### src/rtl/universal_shift_register.sv
// Universal shift register: hold, shift right, shift left, parallel load,
// with a shift counter that pulses frame_done on every WIDTH-th shift.
module universal_shift_register #(
   parameter int               WIDTH       = 8,
   parameter logic [WIDTH-1:0] RESET_VALUE = '0
) (
   input  logic                     clk,
   input  logic                     rst,
   input  logic                     en,
   input  logic [1:0]               mode,
   input  logic                     sin_r,
   input  logic                     sin_l,
   input  logic [WIDTH-1:0]         pdata,
   output logic [WIDTH-1:0]         q,
   output logic                     sout_r,
   output logic                     sout_l,
   output logic [$clog2(WIDTH)-1:0] count,
   output logic                     frame_done
);

   localparam int CW = $clog2(WIDTH);
   localparam logic [CW-1:0] LAST = CW'(WIDTH - 1);

   typedef enum logic [1:0] {
      M_HOLD = 2'b00,
      M_SHR  = 2'b01,
      M_SHL  = 2'b10,
      M_LOAD = 2'b11
   } mode_t;

   mode_t op;
   logic  shifting;

   assign op       = mode_t'(mode);
   assign shifting = en && (op == M_SHR || op == M_SHL);

   always_ff @(posedge clk or negedge rst) begin
      if (!rst) begin
         q <= RESET_VALUE;
      end else if (en) begin
         case (op)
            M_SHR:   q <= {sin_r, q[WIDTH-1:1]};
            M_SHL:   q <= {q[WIDTH-2:0], sin_l};
            M_LOAD:  q <= pdata;
            default: q <= q;
         endcase
      end
   end

   // Shifts in either direction share one frame counter; a load restarts it.
   always_ff @(posedge clk or negedge rst) begin
      if (!rst) begin
         count      <= '0;
         frame_done <= 1'b0;
      end else begin
         frame_done <= 1'b0;
         if (en && op == M_LOAD) begin
            count <= '0;
         end else if (shifting) begin
            if (count == LAST) begin
               count      <= '0;
               frame_done <= 1'b1;
            end else begin
               count <= count + 1'b1;
            end
         end
      end
   end

   assign sout_r = q[0];
   assign sout_l = q[WIDTH-1];

endmodule

### config.mk
export PLATFORM = sky130hd
export DESIGN_NAME = universal_shift_register
export DESIGN_NICKNAME = d
export VERILOG_FILES = /design/src/rtl/universal_shift_register.sv
export SDC_FILE = /design/constraint.sdc
export NUM_CORES = 1
export LEC_CHECK = 0
export ABC_AREA = 1
export CAP_MARGIN = 20
export CORE_MARGIN = 2
export CORE_UTILIZATION = 39
export CTS_CLUSTER_SIZE = 8
export DETAILED_ROUTE_END_ITERATION = 8
export PLACE_DENSITY_LB_ADDON = 0.2
export SKIP_CTS_REPAIR_TIMING = 1
export SLEW_MARGIN = 30
export SYNTH_ARGS = -nofsm -noshare
export SYNTH_HDL_FRONTEND = slang
export SYNTH_SLANG_ARGS = --single-unit
### constraint.sdc
create_clock -name clk -period 1 [get_ports clk]
set_input_delay 0.3 -clock clk [delete_from_list [all_inputs] [get_ports clk]]
set_output_delay 0.3 -clock clk [all_outputs]
set_load 0.02 [all_outputs]
==> results_dict.tcl <==
set metrics [dict create \
    yosysWarnings 0 \
    worstPathMaxFanout 3 \
    clkTransAtPathRegs_ns 0.09 \
    synth.cell_area_um2 801 \
    dr.pass1.iters 4 \
    path_class "reg -> out" \
    synth-edff-count 0 \
    design_power_total_uw 2110 \
    fmax_ghz 0.860 \
    crit_arrival_ns 0.86 \
    min_period_ns 1.16 \
    timing_worst_slew_pin_value_ns 0.189 \
    rrSetupSlack_ns -0.11 \
    fin_nets 187 \
    synth_compound_area_frac 0 \
    synth_top_area_cell "dfrtp_1" \
    die_w_um 49.3 \
    maxCapViolations 0 \
    grt_pass1_vias 830 \
    p_per_area_nw_per_um2 1500 \
    fin_crit_sh 1.16 \
    setup_viol 17 \
    initial_utilization 0.412 \
    wl_per_cell_um 10.8 \
    synth_cell_type_count 14 \
    pre_cts_ws_ns -0.674 \
    peakVddDrop_uv 1290 \
    num_io_pins 29 \
    placed_area_um2 1270 \
    tns_ns -2.15 \
    cts_buffer_depth 2 \
    rsz0062_at_grt "yes" \
    crit_family "flip-flops" \
    slowest_stage "dfrtp_1" \
    clkSinkCount 12 \
    synthToLayoutAreaGrowth_pct 75.9 \
    vias_per_cell 4.67 \
    hp-class "in -> async" \
    portBuffers 28 \
    final_cell_area_um2 1410 \
    num_vias 902 \
    cp-end-kind "output port" \
    synth_mux_area_frac 0 \
    antenna_left 0 \
    drc_errors 0 \
    root_buffer "clkbuf_4" \
    netlist_instances 115 \
    diodes 0 \
    clock_skew_ns 0.00723 \
    synth-simple-area-share 0.433 \
    fp.dieH_um 49.3 \
    ys_seq_area_frac 0.375 \
    synth_xor_area_frac 0 \
    drt-total-wl_um 2080 \
    antenna_found_initial 0 \
    avgSynthCellArea_um2 6.96 \
    violations "setup timing" \
    cts-buffers-inserted 3 \
    cts_tree "built" \
    grt_pass1_wl_um 3390 \
    max_stage_delay_ns 0.43 \
    path_buf_inv 1 \
    ys_seq_elements 12 \
    synth_area_leaders "dfrtp_1, nand2_1, ha_1" \
    yosysTopAreaCellShare 0.375 \
    rows 16 \
    die_area_um2 2430 \
    hold_violations 0 \
    overflow 0 \
    drive_gt1_frac 0.434 \
    relSlewSlack 0.874 \
    coreArea_um2 1940 \
    leakage_uw 0.000773 \
    grt_max_degree 13 \
    gp_congestion 0.843 \
    status "finished with violations" \
    slew_violations 0 \
    dp_hpwl_um 1460 \
    synthesis.nets 135 \
    cp_cell_sequence "buf_6" \
    timing.final.ws_setup_ns -0.163 \
    grt_usage 0.180 \
    fin_util 0.726 \
    crit_required_ns 0.70 \
    cts_max_level 1 \
    synth_top_family_by_area "simple AND/OR/NAND/NOR gates" \
    drtIter0Drc 19 \
    cp-start-kind "flip-flop" \
    synth_ff_type "dfrtp_1" \
    clkLatencyLatePin_ns 0.29 \
    synthAdderAreaFrac 0.0781 \
    async_flop_share 1.00 \
]
==> sequential cells by signal (all words and copies together) (netlist names) <==
register,count
q,8
count,3
frame_done,1
==> cell usage in the layout (no fill, tap or decap) <==
master,synthesis,final
buf_12,0,1
buf_4,2,19
buf_6,1,17
clkbuf_2,0,2
clkbuf_4,0,3
clkbuf_8,0,1
clkdlybuf4s50_1,0,11
dfrtp_1,12,10
dfrtp_2,0,2
dlymetal6s2s_1,0,1
ha_2,0,1
ha_4,0,4
inv_1,14,11
inv_2,2,4
inv_4,0,1
nand2_1,61,57
nand2_2,8,12
nand3_1,5,3
nand3_2,0,2
nand4_1,1,1
nor2_4,1,1
nor2_8,1,1
nor3_2,0,1
==> power by group <==
| group | switching [uW] | internal, uW | total [uW] |
|---|---|---|---|
| clock | 191 | 222 | 413 |
| combinational | 484 | 556 | 1040 |
| sequential | 78.1 | 581 | 659 |
==> area by class of cell <==
| type | count | area [um^2] |
|---|---|---|
| inverters | 16 | 62.6 |
| flip-flops and latches | 12 | 303 |
| clock buffers | 4 | 36.3 |
| fillers | 155 | 533 |
| well taps | 27 | 33.8 |
| repair buffers | 51 | 487 |
| multi-input cells | 83 | 487 |
==> worst reg2reg max path: cells and delay by family, from the launching register on <==
family / cells / cell delay (ns)
simple gates: 2 / 0.17
fa+ha+maj: 2 / 0.30
flops: 1 / 0.41
buf+inv: 2 / 0.17
==> path summary, 6_finish.rpt <==
path	start	to	cells after the start
hold reg to reg	q[3]	q[3]	3
max in group asynchronous	rst	count[0]	2
hold / removal	rst	q[1]	2
setup / recovery	q[1]	q[1]	1
min in group clk	en	frame_done	4
setup reg to reg	count[0]	count[0]	6
==> logic make-up (layout without fill, tap and decap cells) <==
family	Yosys count	after routing
fa+ha+maj	5	5
buf+inv	20	71
flops	12	12
simple gates	78	78
==> synthesized netlist by cell type (2+ instances only) <==
library cell / n
ha_1: 5
inv_2: 2
nand2_1: 61
dfrtp_1: 12
inv_1: 14
buf_4: 2
nand3_1: 5
nand2_2: 8
==> metrics by stage <==
stage / hold slack, ns / cells
after floorplan: 0.00441 / 115
after global placement: 0.524 / 181
after detailed placement: 0.529 / 181
after CTS: 0.337 / 185
after global routing: 0.363 / 193
final: 0.327 / 193
==> layer usage <==
layer,global-route usage,part of all wire,up-vias
met5,0,0,-
met4,0.0857,0.020,0
met3,0.0307,0.070,7
met2,0.306,0.48,41
met1,0.217,0.43,413
li1,-,-,441
Note: power is estimated with default switching activity, not from simulation.
==> variant 1 (same settings) <==
Make the reset (`rst`) synchronous in 2 clocked blocks.
--- a/src/rtl/universal_shift_register.sv
+++ b/src/rtl/universal_shift_register.sv
@@ -34,7 +34,7 @@
    assign op       = mode_t'(mode);
    assign shifting = en && (op == M_SHR || op == M_SHL);
 
-   always_ff @(posedge clk or negedge rst) begin
+   always_ff @(posedge clk) begin
       if (!rst) begin
          q <= RESET_VALUE;
       end else if (en) begin
@@ -48,7 +48,7 @@
    end
 
    // Shifts in either direction share one frame counter; a load restarts it.
-   always_ff @(posedge clk or negedge rst) begin
+   always_ff @(posedge clk) begin
       if (!rst) begin
          count      <= '0;
          frame_done <= 1'b0;
Function: differs if rst is asserted again (counterexample within 4 cycles, from zero or initial values and one cycle with rst low); with rst held inactive, the same outputs for 10 cycles.
==> variant 1 against the original RTL <==
Final area decreased by 1.8%; clock skew decreased by 0.0011 ns; sequential cell count unchanged; critical path type unchanged; setup slack improved by 0.017 ns; synthesized area decreased by 13%; register-to-register slack got worse by 0.02 ns; wire length decreased by 0.58%; critical path depth unchanged; via count decreased by 6.2%; largest cell class unchanged; the flow still finishes with violations (negative setup slack); fmax increased by 1.4%.
Power is not compared: it rests on default switching activity, and its combinational part moved more than twofold at a synthesized area within 25%.
==> variant 1: results (changes against the original RTL) <==
status - finished with violations
violated checks - negative setup slack
register area share after synthesis - 34.6% (-2.9 points)
buffering overhead - 35.5% (+0.99 points)
adder-cell share of the synthesized area - 9.01% (+1.2 points)
routed wl met2 - 1060 um (+6.1%)
# fillers - 101 (-35%)
routability congestion estimate - 0.819 (-2.9%)
Compound-Gate Fraction of Synth Area - 9.37% (+9.4 points)
ClkCell Share - 2.62% (+0.047 points)
setup TNS - -0.930 ns (+1.22 ns)
final worst slack - -0.146 ns (+0.0165 ns)
final setup vio count - 20 (+3)
FFs w/ async S/R, synth - 0% (-100 points)
HP Class - in -> reg
Non-clk bufs - 48 (-5.9%)
Area contributors post-synth - dfxtp_1 35%, nor2_1 14%, nand2_1 13%
clk_skew - 0.00609 ns (-0.00113 ns)
actual slew at the worst max-slew pin - 0.239 ns (+0.0501 ns)
WL per Instance - 11.6 um (+7.2%)
dpl ws - -0.785 ns (-0.110 ns)
Placed Cells - 173 (-4.4%)
slowest stage delay, CP - 0.35 ns (-0.08 ns)
library cells used by synthesis - 15 (+1)
GRT Util Overall - 19.4% (+1.4 points)
via count - 846 (-6.2%)
slowest CP cell - dfxtp_4
CP Max Fanout - 2 (-1)
layout cells sized above 1 - 50.0% (+6.6 points)
wl on met1 - 824 um (-7.7%)
post-DP HPWL - 1380 um (-5.6%)
fin area - 1380 um^2 (-1.8%)
## variant 1: per-layer routing
layer | GRT usage [%] | vias up
met5 | 0 | -
li1 | - | 423
met3 | 4.71 | 4
met1 | 23.1 | 384
met2 | 31.9 | 35
met4 | 9.71 | 0
## variant 1: per-stage QoR
step | power (mW) | hold slack [ns] | utilization [%]
final | 1.42 | 0.450 | 81.0
after global routing | 1.49 | 0.495 | 81.0
after CTS | 1.36 | 0.613 | 71.6
after detailed placement | 0.962 | 0.598 | 69.5
after global placement | 0.954 | 0.582 | 69.5
after floorplan | 0.745 | 0.436 | -
## variant 1: final timing paths
kind / from / end / slack, ns / cells after the start
setup / recovery: count[0] / count[0] / -0.15 / 1
hold / removal: en / count[0] / 0.45 / 4
setup reg to reg: count[0] / count[0] / -0.13 / 6
hold reg to reg: count[1] / count[1] / 0.61 / 3
## variant 1: power breakdown
group / switching (mW) / internal, mW
Combinational: 0.230 / 0.262
Sequential: 0.0221 / 0.512
Clock: 0.175 / 0.221
Total: 0.427 / 0.995
==> variant 2 (same settings) <==
Without the edit above. Set the parameter `WIDTH` to 16 (it was 8).
--- a/src/rtl/universal_shift_register.sv
+++ b/src/rtl/universal_shift_register.sv
@@ -1,7 +1,7 @@
 // Universal shift register: hold, shift right, shift left, parallel load,
 // with a shift counter that pulses frame_done on every WIDTH-th shift.
 module universal_shift_register #(
-   parameter int               WIDTH       = 8,
+   parameter int               WIDTH       = 16,
    parameter logic [WIDTH-1:0] RESET_VALUE = '0
 ) (
    input  logic                     clk,
Ports: changed (resized count, pdata and q); port bits go from 29 to 46. The function was not compared with the original's and may differ.
==> variant 2 against the original RTL <==
Synthesized area rose by 58%; total power up 46%; register-to-register slack worse by 0.10 ns; non-clock buffer count grew 24; final cell count rose by 52%; the flow still finishes with violations (negative setup slack); core utilization decreased by 5.3 points; synthesized cell count is 55% higher; wire length up 66%; global-route usage grew 1.4 points; setup slack got worse by 0.052 ns; largest cell class unchanged; critical path depth grew 6; final area increased by 47%; sequential cell count increased by 9.
==> variant 2: results (changes against the original RTL) <==
adder-cell share of the synthesized area - 3.96% (-3.9 points)
slowest CP cell - dfrtp_2
Top Registers - q: 16 flops, count: 4 flops, frame_done: 1 flops
status - finished with violations
Fin Hold WS - 0.328 ns (+0.000915 ns)
met3 Use GR - 2.13% (-0.94 points)
violated checks - negative setup slack
final setup vio count - 27 (+10)
multi-input combinational area share - 34.5% (-0.085 points)
Area contributors post-synth - dfrtp_1 42%, nand2_1 31%, nand3_1 9.1%
clk slew on worst S/H paths - 0.12 ns (+0.03 ns)
ClkCell Share - 1.27% (-1.3 points)
Seq/total area - 25.5% (+4.0 points)
CP Max Fanout - 5 (+2)
Setup CP Type - reg -> reg
via/cell ratio - 4.74 (+1.5%)
crit path to - count[3]
WL per Instance - 11.8 um (+9.1%)
P_leak - 1.08 nW (+40%)
first-pass GRT wire length - 5370 um (+58%)
met3 routed WL - 226 um (+55%)
port bufs - 45 (+61%)
largest net degree at the start of global routing - 22 (+9)
final worst slack - -0.214 ns (-0.0516 ns)
placed instance area - 1970 um^2 (+56%)
Compound-Gate Fraction of Synth Area - 1.19% (+1.2 points)
FF+latch count - 21 (+9)
met1 GRT Util - 25.1% (+3.4 points)
GRT Util Overall - 19.4% (+1.4 points)
Layout area overhead - 63.8%
multi-input gates - 140 (+69%)
drt initial violations - 50 (+31)
post-DP HPWL - 2440 um (+67%)
buffering overhead - 34.1% (-0.45 points)
routed wl met2 - 1670 um (+67%)
routability congestion estimate - 0.853 (+1.3%)
Logic inverters - 9 (-7)
layout cells sized above 1 - 32.5% (-11 points)
synthesized area per cell - 7.10 um^2 (+2.0%)
Synth top cells by count - 103 x nand2_1, 23 x nand3_1, 21 x dfrtp_1
final wirelength - 3450 um (+66%)
Max-slew headroom - 85.2% (-2.2 points)
dpl ws - -0.784 ns (-0.109 ns)
library cells used by synthesis - 16 (+2)
# fillers - 277 (+79%)
## variant 2: cell count changes after synthesis, moves of 2 or more
cell / before / now
nand2_1: 61 / 103
nand3_1: 5 / 23
o21ai_0: 0 / 2
nor2_1: 0 / 2
inv_1: 14 / 7
nand2_2: 8 / 0
buf_4: 2 / 5
dfrtp_1: 12 / 21
buf_6: 1 / 3
## variant 2: worst reg2reg max path, delay by kind of cell, from the launching register on
family | cells | cell delay (ns)
simple gates | 5 | 0.42
flops | 1 | 0.43
fa+ha+maj | 1 | 0.16
buf+inv | 1 | 0.13
## variant 2: logic make-up (layout without fill, tap and decap cells)
logic type | Yosys count | after routing
simple gates | 132 | 133
flops | 21 | 21
buf+inv | 18 | 88
fa+ha+maj | 4 | 4
compound gates | 3 | 3
## variant 2: where the power goes
group	internal, mW	switching [mW]
Sequential	1.01	0.119
Combinational	0.800	0.754
Clock	0.155	0.258
Total	1.96	1.13
